===== config.mk =====
export PLATFORM = sky130hd
export DESIGN_NAME = add_tree_acc_flat
export DESIGN_NICKNAME = d
export VERILOG_FILES = /design/src/rtl/add_tree_acc_if.sv /design/src/rtl/add_tree_acc.sv /design/src/flat_wrapper.sv
export SDC_FILE = /design/constraint.sdc
export NUM_CORES = 1
export LEC_CHECK = 0
export ABC_AREA = 1
export CAP_MARGIN = 0
export CELL_PAD_IN_SITES_DETAIL_PLACEMENT = 1
export CELL_PAD_IN_SITES_GLOBAL_PLACEMENT = 2
export CORE_MARGIN = 2
export CORE_UTILIZATION = 25
export DETAILED_ROUTE_END_ITERATION = 10
export PLACE_DENSITY = 0.79
export SETUP_SLACK_MARGIN = 0.4
export SYNTH_ARGS = -nofsm -noshare
export SYNTH_HDL_FRONTEND = slang
export SYNTH_SLANG_ARGS = --single-unit

===== constraint.sdc =====
create_clock -name clk -period 3.5 [get_ports clk]
set_input_delay 0.525 -clock clk [delete_from_list [all_inputs] [get_ports clk]]
set_output_delay 0.525 -clock clk [all_outputs]
set_load 0.005 [all_outputs]

===== src/rtl/add_tree_acc_if.sv =====
// add_tree_acc_if: beat input (in_valid/in/acc_en/in_last) and result output (out_valid/out/out_ovf/out_beats) bundle
interface add_tree_acc_if #(
  parameter int NUMBER_INPUT = 4,
  parameter int BIT_INPUT = 21,
  parameter int BIT_OUTPUT = 28,
  parameter int CNT_W = 8
);
  logic in_valid;
  logic [NUMBER_INPUT*BIT_INPUT-1:0] in;
  logic acc_en;
  logic in_last;
  logic out_valid;
  logic [BIT_OUTPUT-1:0] out;
  logic out_ovf;
  logic [CNT_W-1:0] out_beats;
  modport master (output in_valid, in, acc_en, in_last, input out_valid, out, out_ovf, out_beats);
  modport slave (input in_valid, in, acc_en, in_last, output out_valid, out, out_ovf, out_beats);
endinterface


===== src/rtl/add_tree_acc.sv =====
// add_tree_acc: pipelined N-input adder tree with saturating multi-beat accumulation; ports clk, rst, bus (add_tree_acc_if.slave)
module add_tree_acc #(
  parameter int NUMBER_INPUT = 4,
  parameter int BIT_INPUT = 21,
  parameter int BIT_OUTPUT = 28,
  parameter bit SIGNED = 0,
  parameter int CNT_W = 8
) (
  input logic clk,
  input logic rst,
  add_tree_acc_if.slave bus
);
  localparam int L = NUMBER_INPUT > 1 ? $clog2(NUMBER_INPUT) : 1;
  localparam int P = 1 << L;
  localparam int W = BIT_INPUT + L;
  localparam int F = (W > BIT_OUTPUT ? W : BIT_OUTPUT) + 2;
  localparam logic [F-1:0] HI = SIGNED ? {{(F-BIT_OUTPUT+1){1'b0}}, {(BIT_OUTPUT-1){1'b1}}}
                                       : {{(F-BIT_OUTPUT){1'b0}}, {BIT_OUTPUT{1'b1}}};
  localparam logic [F-1:0] LO = SIGNED ? {{(F-BIT_OUTPUT+1){1'b1}}, {(BIT_OUTPUT-1){1'b0}}} : '0;
  typedef enum logic {IDLE, OPEN} state_t;
  state_t state, state_n;
  logic [P-1:0][W-1:0] ext, cur;
  logic [L:1][P-1:0][W-1:0] d, q;
  logic [L:1] v, ae, lst;
  logic [W-1:0] s;
  logic [BIT_OUTPUT-1:0] acc, base, r;
  logic signed [F-1:0] sum;
  logic [CNT_W-1:0] cnt, base_cnt, beats_g;
  logic ovf_acc, ovf_g, over, under, open, close;
  always_comb begin
    ext = '0;
    for (int i = 0; i < NUMBER_INPUT; i++)
      ext[i] = {{L{SIGNED & bus.in[i*BIT_INPUT+BIT_INPUT-1]}}, bus.in[i*BIT_INPUT +: BIT_INPUT]};
    d = '0;
    cur = ext;
    for (int l = 1; l <= L; l++) begin
      for (int i = 0; i < P/2; i++)
        d[l][i] = cur[2*i] + cur[2*i+1];
      cur = q[l];
    end
  end
  always_ff @(posedge clk) begin
    q <= d;
    v[1] <= rst ? 1'b0 : bus.in_valid;
    ae[1] <= bus.acc_en;
    lst[1] <= bus.in_last;
    for (int l = 2; l <= L; l++) begin
      v[l] <= rst ? 1'b0 : v[l-1];
      ae[l] <= ae[l-1];
      lst[l] <= lst[l-1];
    end
  end
  always_comb begin
    s = q[L][0];
    open = state == OPEN;
    base = open ? acc : '0;
    sum = {{(F-W){SIGNED & s[W-1]}}, s} + {{(F-BIT_OUTPUT){SIGNED & base[BIT_OUTPUT-1]}}, base};
    over = sum > $signed(HI);
    under = sum < $signed(LO);
    r = over ? HI[BIT_OUTPUT-1:0] : under ? LO[BIT_OUTPUT-1:0] : sum[BIT_OUTPUT-1:0];
    ovf_g = (open & ovf_acc) | over | under;
    base_cnt = open ? cnt : '0;
    beats_g = &base_cnt ? base_cnt : base_cnt + 1'b1;
    close = ~ae[L] | lst[L];
    state_n = v[L] ? (close ? IDLE : OPEN) : state;
  end
  always_ff @(posedge clk)
    state <= rst ? IDLE : state_n;
  always_ff @(posedge clk) begin
    if (rst) begin
      acc <= '0;
      ovf_acc <= 1'b0;
      cnt <= '0;
      bus.out_valid <= 1'b0;
      bus.out <= '0;
      bus.out_ovf <= 1'b0;
      bus.out_beats <= '0;
    end else begin
      bus.out_valid <= v[L] & close;
      if (v[L] & close) begin
        bus.out <= r;
        bus.out_ovf <= ovf_g;
        bus.out_beats <= beats_g;
        acc <= '0;
        ovf_acc <= 1'b0;
        cnt <= '0;
      end else if (v[L]) begin
        acc <= r;
        ovf_acc <= ovf_g;
        cnt <= beats_g;
      end
    end
  end
endmodule


===== src/flat_wrapper.sv =====
// flat-port wrapper written by rule: the top's interface ports become plain ports
module add_tree_acc_flat 
#(
  parameter int NUMBER_INPUT = 4,
  parameter int BIT_INPUT = 21,
  parameter int BIT_OUTPUT = 28,
  parameter bit SIGNED = 0,
  parameter int CNT_W = 8
)
  (clk, rst, bus_in_valid, bus_in, bus_acc_en, bus_in_last, bus_out_valid, bus_out, bus_out_ovf, bus_out_beats);
  add_tree_acc_if #(.NUMBER_INPUT(NUMBER_INPUT), .BIT_INPUT(BIT_INPUT), .BIT_OUTPUT(BIT_OUTPUT), .CNT_W(CNT_W)) bus_i ();
  input logic clk;
  input logic rst;
  input wire logic [$bits(bus_i.in_valid)-1:0] bus_in_valid;
  input wire logic [$bits(bus_i.in)-1:0] bus_in;
  input wire logic [$bits(bus_i.acc_en)-1:0] bus_acc_en;
  input wire logic [$bits(bus_i.in_last)-1:0] bus_in_last;
  output wire logic [$bits(bus_i.out_valid)-1:0] bus_out_valid;
  output wire logic [$bits(bus_i.out)-1:0] bus_out;
  output wire logic [$bits(bus_i.out_ovf)-1:0] bus_out_ovf;
  output wire logic [$bits(bus_i.out_beats)-1:0] bus_out_beats;
  assign bus_i.in_valid = bus_in_valid;
  assign bus_i.in = bus_in;
  assign bus_i.acc_en = bus_acc_en;
  assign bus_i.in_last = bus_in_last;
  assign bus_out_valid = bus_i.out_valid;
  assign bus_out = bus_i.out;
  assign bus_out_ovf = bus_i.out_ovf;
  assign bus_out_beats = bus_i.out_beats;
  add_tree_acc #(.NUMBER_INPUT(NUMBER_INPUT), .BIT_INPUT(BIT_INPUT), .BIT_OUTPUT(BIT_OUTPUT), .SIGNED(SIGNED), .CNT_W(CNT_W)) u_core (.clk(clk), .rst(rst), .bus(bus_i));
endmodule

# ---- Word level (Yosys, flattened, before mapping)
# Cells that the tools add are included.
# Widths: inputs -> output; s select.
dict set report word_totals {
  elab_cells 35
  register_bits 151
  latch_bits 0
  ramBits 0
  rom_bits 0
  in_bits 89
  memories 0
}
dict set report classes {
  n_mul 0
  n_bitwise 6
  magnitude_cmp 2
  div 0
  addsub 5
  shifts 0
  n_reduce_logical 2
  eq_ne 0
  n_mux 6
}
# op count
set ops {}
lappend ops {{$mux 28} 3}
lappend ops {{$add 21x21->22} 2}
lappend ops {{$gt 30x29->1 const B} 1}
lappend ops {{$lt 30x1->1 const B} 1}
lappend ops {{$add 23x28->29} 1}
lappend ops {{$add 23x23->23} 1}
lappend ops {{$mux 8} 2}
lappend ops {{$add 8x1->8 const B} 1}
lappend ops {{$reduce_and 8->1} 1}
lappend ops {{$or 1x1->1} 3}
lappend ops {{$and 1x1->1} 2}
lappend ops {{$reduce_or 2->1} 1}
lappend ops {{$mux 1} 1}
lappend ops {{$not 1->1} 1}

# ---- Longest topological paths before layout
# Gate-level depths: netlist of run 1.
dict set report logic_depth {
  depth_word 5
  mapped_depth 21
  ltp_nobuf 18
}

# ---- Worst setup path before layout of run 1
# OpenSTA, ideal clock, no wires.
dict set report synth_timing {
  path_kind {reg2reg}
  start {register u_core.state (netlist: u_core.open)}
  end {register u_core.acc[7]}
  required_ns 3.391
  setup_time_ns 0.109
  stages_incl_launch_ff 20
  setup_slack_ns 1.093
  arrival_time_ns 2.298
  synth_period_minus_slack_ns 2.407
  path_cell_list {dfxtp_1 -> buf_6 -> buf_6 -> clkbuf_1 -> nand2_1 -> inv_1 -> ha_1 -> nand2_2 -> inv_1 -> a21oi_2 -> nand2_2 -> nand2_1 -> nand3_2 -> nand2_2 -> buf_6 -> inv_4 -> nor2_2 -> nand2_1 -> nand2_1 -> inv_1}
}
dict set report synth_between {
  elab_chain_len 5
}
# element line_no
set synth_lines {}
lappend synth_lines {{start, declared} add_tree_acc.sv:21} ;# state_t state, state_n;
lappend synth_lines {{start signal, assigned} add_tree_acc.sv:68} ;# state <= rst ? IDLE : state_n;
lappend synth_lines {{$mux 28 (*)} add_tree_acc.sv:56} ;# base = open ? acc : '0;
lappend synth_lines {{$add 23x28->29 (*)} add_tree_acc.sv:57} ;# sum = {{(F-W){SIGNED & s[W-1]}}, s} + {{(F-BIT_OUTPUT){SIGNED & base[BIT_OUTPUT-1]}}, base};
lappend synth_lines {{$lt 30x1->1} add_tree_acc.sv:59} ;# under = sum < $signed(LO);
lappend synth_lines {{$mux 28} add_tree_acc.sv:60} ;# r = over ? HI[BIT_OUTPUT-1:0] : under ? LO[BIT_OUTPUT-1:0] : sum[BIT_OUTPUT-1:0];
lappend synth_lines {{$mux 28 (*)} add_tree_acc.sv:60}
lappend synth_lines {{end signal, assigned} add_tree_acc.sv:88} ;# acc <= r;
lappend synth_lines {{end, declared} add_tree_acc.sv:26} ;# logic [BIT_OUTPUT-1:0] acc, base, r;
# Every way passes the cells marked *; elsewhere a longest branch is shown, timed or not.
# A chain may end at the register's enable or synchronous reset.

# ---- Final worst setup path of run 1
dict set report layout_timing {
  start {register u_core.state (netlist: u_core.open)}
  end {register u_core.acc[5]}
}
# Same word-level chain as after synthesis.

==> results of run 1 <==
per-stage QoR:
| step | std cells | power, uW |
|---|---|---|
| final | 2171 | 6430 |
| after global routing | 2171 | 6950 |
| after CTS | 2171 | 6540 |
| after detailed placement | 2139 | 4700 |
| after global placement | 2139 | 4670 |
| after floorplan | 1505 | 3850 |
power groups by stage:
stage / sequential [uW] / clock, uW / combinational (uW)
CTS: 2150 / 1850 / 2530
finish: 2150 / 1790 / 2500
global placement: 2190 / 0 / 2480
detailed placement: 2190 / 0 / 2520
floorplan: 2120 / 0 / 1740
global route: 2180 / 1930 / 2840
cell families after synthesis:
logic type	Yosys count	synth area share
flip-flops	149	0.299
buffers and inverters	243	0.0950
XOR/XNOR	67	0.0588
AND/OR/NAND/NOR	727	0.304
adder cells (fa/ha/maj)	92	0.118
AO/OA/AOI/OAI	227	0.125
sequential cells by signal, summed over array words and instances (netlist names):
register              count
u_core.bus.out_valid      1
u_core.lst                2
u_core.bus.out_ovf        1
u_core.ovf_acc            1
u_core.open               1
u_core.s                 23
u_core.cnt                8
u_core.ae                 2
u_core.bus.out_beats      8
u_core.acc               28
u_core.q                 44
u_core.bus.out           28
u_core.v                  2
cells in the mapped netlist, drive strengths merged (3+ instances only):
cell type and instances:
nand2 457, inv 217, dfxtp 149, nor2 148, a21oi 109, ha 88
o21ai 82, nand3 74, xor2 43, xnor2 24, nand4 21, buf 13
clkbuf 13, nor3 11, a31oi 9, nor4 7, o211ai 7, o21bai 7
nand3b 5, fa 4, o31ai 4, and2 3
layout make-up:
cell class / count / area (um2) / share of cell area
inverters: 217 / 817 / 0.0658
flip-flops and latches: 149 / 2980 / 0.240
clock buffers: 19 / 433 / 0.0349
clock inverters: 13 / 124 / 0.00997
multi-input cells: 1113 / 6060 / 0.488
well taps: 525 / 657 / 0.0529
repair buffers: 135 / 1350 / 0.108
metal layers:
metal,up-vias,GRT usage
li1,5062,-
met1,4495,0.195
met2,112,0.293
met3,22,0.0222
met4,0,0.0391
met5,-,0
critical path: cells and delay by family (launching register included):
family,cells,cell delay (ps)
buffers and inverters,6,700
AND/OR/NAND/NOR,9,990
AO/OA/AOI/OAI,1,190
flip-flops,1,410
adder cells (fa/ha/maj),1,290
worst max path at each step:
stage,slack (ps),endpoint,cells past startpoint
final,800,u_core.acc[5],17
after global routing,470,u_core.acc[5],17
after CTS,650,u_core.acc[5],19
after detailed placement,530,u_core.q[20],8
after global placement,540,u_core.q[20],8
after floorplan,1090,u_core.acc[7],19
what timing repair did:
item / 4_1_cts / 5_1_grt
hold endpoints to repair: 0 / 0
gates resized for setup: 0 / 2
buffers inserted: 0 / 0
endpoints found under the setup margin: 0 / 13
==> metrics.md, run 1 <==
| Metric | Value |
|---|---|
| First-pass GRT wire length | 52,600 um |
| Crit path required time | 3840 ps |
| Hold path depth | 0 |
| Largest net degree at the start of global routing | 57 |
| CP max-delay cell | dfxtp_2 |
| Met2 Wirelength | 15,900 um |
| Synth Cell Area | 9990 um2 |
| Final core occ | 0.314 |
| Overall routing resource usage | 0.160 |
| WS Path Type | reg2reg |
| Final WS setup | 804 ps |
| Via count | 9,691 |
| CP peak stage delay | 410 ps |
| Fraction of registers with async set/reset | 0 |
| Hold path start | u_core.ae[1] |
| Cells along the critical path | buf_6 > nand2_1 > inv_1 > ha_1 > nand2_2 > inv_1 > a21oi_1 > nand2_1 > nand2_1 > nand3_2 > nand2_2 > buf_12 > inv_4 > nor2_2 > nand2_1 > nand2_1 > inv_1 |
| Clk slew on worst S/H paths | 60 ps |
| Max Freq | 0.371 GHz |
| Synth area leader | dfxtp_1 |
| Hold buffer count at cts | 0 |
| PortBufs | 126 |
| Crit share post-route | 0.770 |
| Flip-flop and latch count after synthesis | 149 |
| Rel. slew slack | 0.487 |
| Pleak | 0.00625 uW |
| FP Rows | 73 |
| Io pins | 127 |
| Top-area cell type share of the netlist area | 0.299 |
| # fillers | 4,989 |
| Vias in the first global route | 10,313 |
| Clock share of power | 0.278 |
| Worst-Skew Late Latency | 440 ps |
| DRT iter0 DRCs | 382 |
| DRC viols | 0 |
| Die Y | 204 um |
| Endpoints failing setup | 0 |
| Post-route cell area | 12,400 um2 |
| Clk buf depth | 2 |
| P&R area growth vs syn | 24.4% |
| Placed Area | 11,900 um2 |
| H-tree Lvls | 4 |
| Core area | 39,500 um2 |
| FF-to-FF Start | u_core.open |
| Most frequent cells in the layout | nand2_1 (449), inv_1 (212), dfxtp_1 (148) |
| TritonCTS clock tree | yes |
| Cts bufs inserted | 17 |
| Antenna diodes | 0 |
| Sw Share | 0.393 |
| Seq/Total Area, Yosys | 0.299 |
| Combinational cell fraction of total power | 0.388 |
| NetSw | 2530 uW |
| Fin Setup TNS | 0 ps |
| Vias/cell | 4.46 |
| ANT nets after route | 0 |
| Most common cell after layout, fill and taps aside | nand2_1 |
| Min Tclk post-route | 2700 ps |
| Starting Density | 0.252 |
| Unrepaired setup endpoints after global routing | no |
| Post-synthesis instance total | 1,505 |
| Avg Inst Size Synth | 6.64 um2 |
| R2r worst-path depth | 17 |
| Die width | 204 um |
| CP Launch Type | register |
| Seq pwr share | 0.334 |
| Status | finished clean |
| Pwr per Cell Area | 518 nW/um2 |
| First-pass DRT Iterations | 4 |
| Max_cap viols | 0 |
| RD Place Congestion | 0.865 |
| Final nets | 1,814 |
| Setup WS pre-CTS | 533 ps |
| Hold path endpoint | u_core.ae[2] |
| Routed WL per cell | 14.8 um |
| Hold WC Path Type | reg2reg |
| Syn_nets | 1,686 |
| Share of layout cells above drive strength 1 | 0.0480 |
| Die area | 41,600 um2 |
| CTS root buf | clkbuf_16 |
| Maximum VDD drop | 0.354 mV |
| CP arrival | 3030 ps |
| Initial antenna violation count | 0 |
| P_int | 3900 uW |
| CP Max Fanout | 35 |
| Kind of end point of the critical path | register |
| Synth area leaders | dfxtp_1 (30%), nand2_1 (17%), ha_1 (11%), inv_1 (8.0%), a21oi_1 (5.3%) |
| Post-synth top flop | dfxtp_1 |
| Critical path origin | u_core.open |
| Number of synthesized flops with an enable pin | 0 |
| Total wire length | 32,000 um |
| Reg2Reg Capture Point | u_core.acc[5] |
| Final hold viol count | 0 |
| Total clock sinks | 149 |
| Post-synth cell types | 45 |
| Routed wl met3 | 710 um |
| Ys Warns | 0 |
| Detailed placement HPWL | 26,400 um |
| Top Metal Used | met4 |
| Worst R2R Setup Slack | 800 ps |
| Final Skew | 10.1 ps |
| Grt ovf | 0 |
| Fin. max-slew vios | 0 |
| Worst-margin pin slew | 769 ps |
| Fin Hold WS | 327 ps |
| Post-Route M1 WL | 15,000 um |
| CP most frequent cell | nand2_1 |
(Power assumes the default switching activity.)
==> run 2: changes to the inputs <==
==> constraint.sdc (replaced) <==
create_clock -name clk -period 2.78 [get_ports clk]
set_input_delay 0.417 -clock clk [delete_from_list [all_inputs] [get_ports clk]]
set_output_delay 0.417 -clock clk [all_outputs]
set_load 0.005 [all_outputs]
==> metrics.md, run 2 (same netlist as run 1, synthesis figures left out) <==
| Metric | Value |
|---|---|
| Status | finished clean |
| Via count | 9,970 (+2.9%) |
| Endpoints failing setup | 0 (unchanged) |
| Placed insts | 2,169 (+1.4%) |
| Clk slew on worst S/H paths | 60 ps (about the same) |
| Die area | 41,600 um2 (unchanged) |
| ANT nets after route | 0 (unchanged) |
| Biggest register | u_core.q |
| Vias/cell | 4.50 (+0.84%) |
| First-pass GRT wire length | 52,400 um (-0.39%) |
| Clk buf depth | 2 (unchanged) |
| Max_cap viols | 0 (unchanged) |
| PortBufs | 126 (unchanged) |
| Final WS setup | 439 ps (-366 ps) |
| Maximum VDD drop | 0.481 mV (+36%) |
| Rel. slew slack | 0.590 (+0.103) |
| # fillers | 4,959 (-0.60%) |
| CP Max Fanout | 7 (-80%) |
| Detailed placement HPWL | 26,300 um (-0.40%) |
| Antenna diodes | 0 (unchanged) |
| Die width | 204 um (unchanged) |
| Cts bufs inserted | 17 (unchanged) |
| Starting Density | 0.252 (unchanged) |
| Die Y | 204 um (unchanged) |
| TritonCTS clock tree | yes |
| CP max-delay cell | dfxtp_4 |
| Crit path required time | 3150 ps (-690 ps) |
| Max Freq | 0.427 GHz (+15%) |
| CP arrival | 2710 ps (-320 ps) |
| Total wire length | 32,500 um (+1.4%) |
| CP peak stage delay | 370 ps (-40 ps) |
| Initial antenna violation count | 0 (unchanged) |
| Worst-Skew Late Latency | 440 ps (about the same) |
| Io pins | 127 (unchanged) |
| Unrepaired setup endpoints after global routing | yes |
| DRT iter0 DRCs | 328 (-14%) |
| DRC viols | 0 (unchanged) |
| Final hold viol count | 0 (unchanged) |
| Largest net degree at the start of global routing | 57 (unchanged) |
| P&R area growth vs syn | 33.5% |
| CP Launch Type | register |
| Pwr per Cell Area | 654 nW/um2 (+26%) |
| First-pass DRT Iterations | 4 (unchanged) |
| Most frequent cells in the layout | nand2_1 (428), inv_1 (205), dfxtp_1 (146) |
| Share of layout cells above drive strength 1 | 0.121 (+0.0727) |
| CTS root buf | clkbuf_16 |
| Fin Setup TNS | 0 ps (unchanged) |
| Kind of end point of the critical path | register |
| Overall routing resource usage | 0.158 (-0.00160) |
| Final Skew | 10.7 ps (+0.586 ps) |
| Most common cell after layout, fill and taps aside | nand2_1 |
| Fin Hold WS | 330 ps (+3.04 ps) |
| Worst-margin pin slew | 610 ps (-159 ps) |
| Core area | 39,500 um2 (unchanged) |
| Min Tclk post-route | 2340 ps (-354 ps) |
| Post-Layout Cell Count | 2,215 (+2.0%) |
| Setup WS pre-CTS | 63.2 ps (-469 ps) |
| Largest register FFs | 44 (unchanged) |
| Pleak | 0.00658 uW (+5.3%) |
| WS Path Type | reg2reg |
| Routed WL per cell | 14.7 um (-0.58%) |
| Crit share post-route | 0.842 (+0.0720) |
| Fin. max-slew vios | 0 (unchanged) |
| Hold buffer count at cts | 0 (unchanged) |
| Total clock sinks | 149 (unchanged) |
| Grt ovf | 0 (unchanged) |
| FP Rows | 73 (unchanged) |
| Biggest regs | u_core.q: 44 flops, u_core.acc: 28 flops, u_core.bus.out: 28 flops |
| Hold WC Path Type | reg2reg |
| Cells along the critical path | buf_4 > nand2_1 > inv_1 > ha_1 > nand2_1 > nor2_2 > nand3_4 > nand2_4 > nand2_4 > nand3_4 > nand2_8 > buf_6 > clkbuf_16 > and2_4 > o21ai_2 |
| Final nets | 1,858 (+2.4%) |
| RD Place Congestion | 0.871 (+0.71%) |
| Vias in the first global route | 10,445 (+1.3%) |
| H-tree Lvls | 4 (unchanged) |
==> run 2: cell types whose count changed in the layout (fill, tap and decap cells not counted), sizes merged <==
cell | before | now
buf | 9 | 52
clkbuf | 19 | 22
clkinv | 5 | 3
==> run 2: through the flow <==
step,power (uW),area [um2],util
2_1_floorplan,4850,9990,-
3_3_place_gp,6050,12100,0.307
3_5_place_dp,6110,12100,0.307
4_1_cts,8560,12900,0.326
5_1_grt,9370,13300,0.337
6_report,8720,13300,0.337
==> run 2: report_power, final <==
part | internal, uW | leakage, uW | switching [uW] | total [uW]
combinational | 1470 | 0.00507 | 2170 | 3650
sequential | 2520 | 0.00124 | 242 | 2760
clock | 1320 | 0.000279 | 991 | 2310
total | 5320 | 0.00658 | 3400 | 8720
==> run 2: layout make-up <==
| class | count | area (um2) | area share |
|---|---|---|---|
| well taps | 525 | 657 | 0.0493 |
| clock inverters | 11 | 116 | 0.00873 |
| clock buffers | 21 | 470 | 0.0353 |
| flip-flops and latches | 149 | 2990 | 0.224 |
| inverters | 217 | 817 | 0.0613 |
| repair buffers | 179 | 1790 | 0.134 |
| multi-input cells | 1113 | 6500 | 0.487 |
==> run 2: worst max-delay path: cells and delay by family (launching register included) <==
family                     cells  cell delay [ps]
AOI/OAI and AO/OA              1               90
buffers and inverters          4              490
and+or+nand+nor                9              960
adders and majority gates      1              350
DFF                            1              370
==> run 2: metal layers <==
layer  global-route usage  vias up  part of all wire
met3               0.0196       36             0.020
li1                     -     5156                 -
met4               0.0480        0             0.019
met5                    0        -                 0
met2                0.294      122              0.51
met1                0.189     4656              0.45
==> run 2: repair_timing <==
item | CTS | global route
resized for setup | 17 | 89
gates cloned | 2 | 1
buffers inserted | 5 | 6
endpoints found under the setup margin | 58 | 66
pin swaps | 5 | 19
==> run 2: worst paths after layout <==
path,startpoint,end,slack [ps],cells after the start
worst max-delay path,u_core.open,u_core.bus.out[6],440,15
worst min-delay path,u_core.ae[1],u_core.ae[2],330,0
worst max register to register,u_core.open,u_core.bus.out[6],440,15
worst min register to register,u_core.ae[1],u_core.ae[2],330,0
==> run 3: changes to the inputs <==
--- a/config.mk
+++ b/config.mk
@@ -12,7 +12,7 @@
 export CORE_MARGIN = 2
 export CORE_UTILIZATION = 25
 export DETAILED_ROUTE_END_ITERATION = 10
-export PLACE_DENSITY = 0.79
+export PLACE_DENSITY = 0.81
 export SETUP_SLACK_MARGIN = 0.4
 export SYNTH_ARGS = -nofsm -noshare
 export SYNTH_HDL_FRONTEND = slang
==> constraint.sdc (replaced) <==
create_clock -name clk -period 2.12 [get_ports clk]
set_input_delay 0.318 -clock clk [delete_from_list [all_inputs] [get_ports clk]]
set_output_delay 0.318 -clock clk [all_outputs]
set_load 0.005 [all_outputs]
==> metrics.md, run 3 (same netlist as run 1, synthesis figures left out) <==
| Metric | Value |
|---|---|
| Worst-Skew Late Latency | 450 ps (about the same) |
| Hold WC Path Type | in2reg |
| First-pass DRT Iterations | 4 (unchanged) |
| Hold buffer count at cts | 0 (unchanged) |
| Biggest register | u_core.q |
| DRT iter0 DRCs | 329 (+0.30%) |
| DRC viols | 0 (unchanged) |
| Max Freq | 0.431 GHz (+0.97%) |
| RD Place Congestion | 0.843 (-3.2%) |
| Most frequent cells in the layout | nand2_1 (339), buf_4 (205), inv_1 (185) |
| Grt ovf | 0 (unchanged) |
| Io pins | 127 (unchanged) |
| Routed WL per cell | 16.2 um (+10%) |
| CP Launch Type | register |
| TritonCTS clock tree | yes |
| Total wire length | 38,800 um (+19%) |
| Core area | 39,500 um2 (unchanged) |
| Detailed placement HPWL | 28,300 um (+7.6%) |
| Cts bufs inserted | 17 (unchanged) |
| Die Y | 204 um (unchanged) |
| Kind of end point of the critical path | register |
| CP Max Fanout | 6 (-1) |
| Unrepaired setup endpoints after global routing | yes |
| Post-route cell area | 16,900 um2 (+27%) |
| Min Tclk post-route | 2320 ps (-22.5 ps) |
| CP max-delay cell | dfxtp_4 |
| Placed Area | 13,400 um2 (+11%) |
| Overall routing resource usage | 0.172 (+0.0136) |
| First-pass GRT wire length | 57,100 um (+9.1%) |
| Fin. max-slew vios | 0 (unchanged) |
| Largest net degree at the start of global routing | 57 (unchanged) |
| Cells along the critical path | clkbuf_16 > buf_12 > nand2_4 > inv_4 > ha_4 > nand2_4 > nor2_4 > nand3_4 > nor3_4 > buf_6 > buf_6 > nor2_4 > xor2_2 > a21oi_1 |
| Crit path required time | 2430 ps (-720 ps) |
| Clk buf depth | 2 (unchanged) |
| CP arrival | 2630 ps (-80 ps) |
| Most common cell after layout, fill and taps aside | nand2_1 |
| Pleak | 0.00803 uW (+22%) |
| Vias in the first global route | 11,386 (+9.0%) |
| Vias/cell | 4.61 (+2.4%) |
| Die width | 204 um (unchanged) |
| Antenna diodes | 0 (unchanged) |
| ANT nets after route | 0 (unchanged) |
| CTS root buf | clkbuf_16 |
| Share of layout cells above drive strength 1 | 0.382 (+0.262) |
| Pwr per Cell Area | 817 nW/um2 (+25%) |
| Fin Hold WS | 247 ps (-83.5 ps) |
| WP buf/inv | 5 (+1) |
| Worst-margin pin slew | 674 ps (+64.4 ps) |
| WP depth | 14 (-1) |
| H-tree Lvls | 4 (unchanged) |
| Initial antenna violation count | 0 (unchanged) |
| R2r worst-path depth | 14 (-1) |
| P&R area growth vs syn | 69.0% |
| Starting Density | 0.252 (unchanged) |
| Biggest regs | u_core.q: 44 flops, u_core.acc: 28 flops, u_core.bus.out: 28 flops |
| Placed insts | 2,310 (+6.5%) |
| Endpoints failing setup | 72 (+72) |
| CP peak stage delay | 450 ps (+80 ps) |
| Die area | 41,600 um2 (unchanged) |
| Via count | 11,043 (+11%) |
| Maximum VDD drop | 0.549 mV (+14%) |
| Final WS setup | -199 ps (-637 ps) |
| Final hold viol count | 0 (unchanged) |
| FF-to-FF Start | u_core.open |
| Critical path endpoint | u_core.cnt[5] |
| Max_cap viols | 0 (unchanged) |
| Worst R2R Setup Slack | -200 ps (-640 ps) |
| Pwr Total | 13,800 uW (+58%) |
| Rel. slew slack | 0.551 (-0.0398) |
| PortBufs | 126 (unchanged) |
| Largest register FFs | 44 (unchanged) |
| FP Rows | 73 (unchanged) |
| WS Path Type | reg2reg |
| Total clock sinks | 149 (unchanged) |
| Final nets | 2,040 (+9.8%) |
| Post-Layout Cell Count | 2,397 (+8.2%) |
| CP delay by family, top | simple AND/OR/NAND/NOR gates |
| Failing checks | negative setup slack |
| Reg2Reg Capture Point | u_core.cnt[5] |
| Status | finished, violations left |
| Critical path origin | u_core.open |
| Clk slew on worst S/H paths | 70 ps (about the same) |
| Final Skew | 13.9 ps (+3.20 ps) |
| Crit share post-route | 1.09 (+0.252) |
run 3: through the flow:
step / worst slack (ps) / util / setup TNS (ps)
3_5_place_dp: -389 / 0.339 / -14350
2_1_floorplan: -72.2 / - / -1760
3_3_place_gp: -294 / 0.339 / -9650
6_report: -199 / 0.427 / -7100
4_1_cts: -177 / 0.375 / -5190
5_1_grt: -289 / 0.427 / -15920
run 3: how the worst min path moves through the flow:
stage / startpoint / endpoint / slack [ps] / cells past startpoint
6_report: bus_in[0] / u_core.q[0] / 250 / 2
5_1_grt: bus_in[0] / u_core.q[0] / 230 / 2
4_1_cts: bus_in[0] / u_core.q[0] / 230 / 2
3_5_place_dp: u_core.lst[1] / u_core.lst[2] / 310 / 0
3_3_place_gp: u_core.ae[1] / u_core.ae[2] / 310 / 0
2_1_floorplan: u_core.ae[1] / u_core.ae[2] / 310 / 0
run 3: layer usage:
layer,track usage,vias to the layer above,wire length [um],share of wire
li1,-,5528,-,-
met1,0.206,5295,16600,0.43
met2,0.323,167,20500,0.53
met3,0.0220,53,810,0.021
met4,0.0396,0,808,0.021
met5,0,-,0,0
run 3: layout make-up:
type | count | area, um2
Fill cell | 4767 | 22700
Multi-Input combinational cell | 1113 | 8470
Timing Repair Buffer | 361 | 3300
Sequential cell | 149 | 3000
Inverter | 217 | 835
Tap cell | 525 | 657
Clock buffer | 17 | 425
Clock inverter | 15 | 195
run 3: where the power goes:
| part | switching, uW | internal [uW] |
|---|---|---|
| registers | 428 | 3310 |
| clock network | 1420 | 1790 |
| logic | 3660 | 3170 |
| total | 5510 | 8280 |
run 3: what timing repair did:
item,CTS,global route
gates cloned,2,2
buffers inserted,9,42
resized for setup,166,396
pin swaps,60,137
setup endpoints to repair,109,119
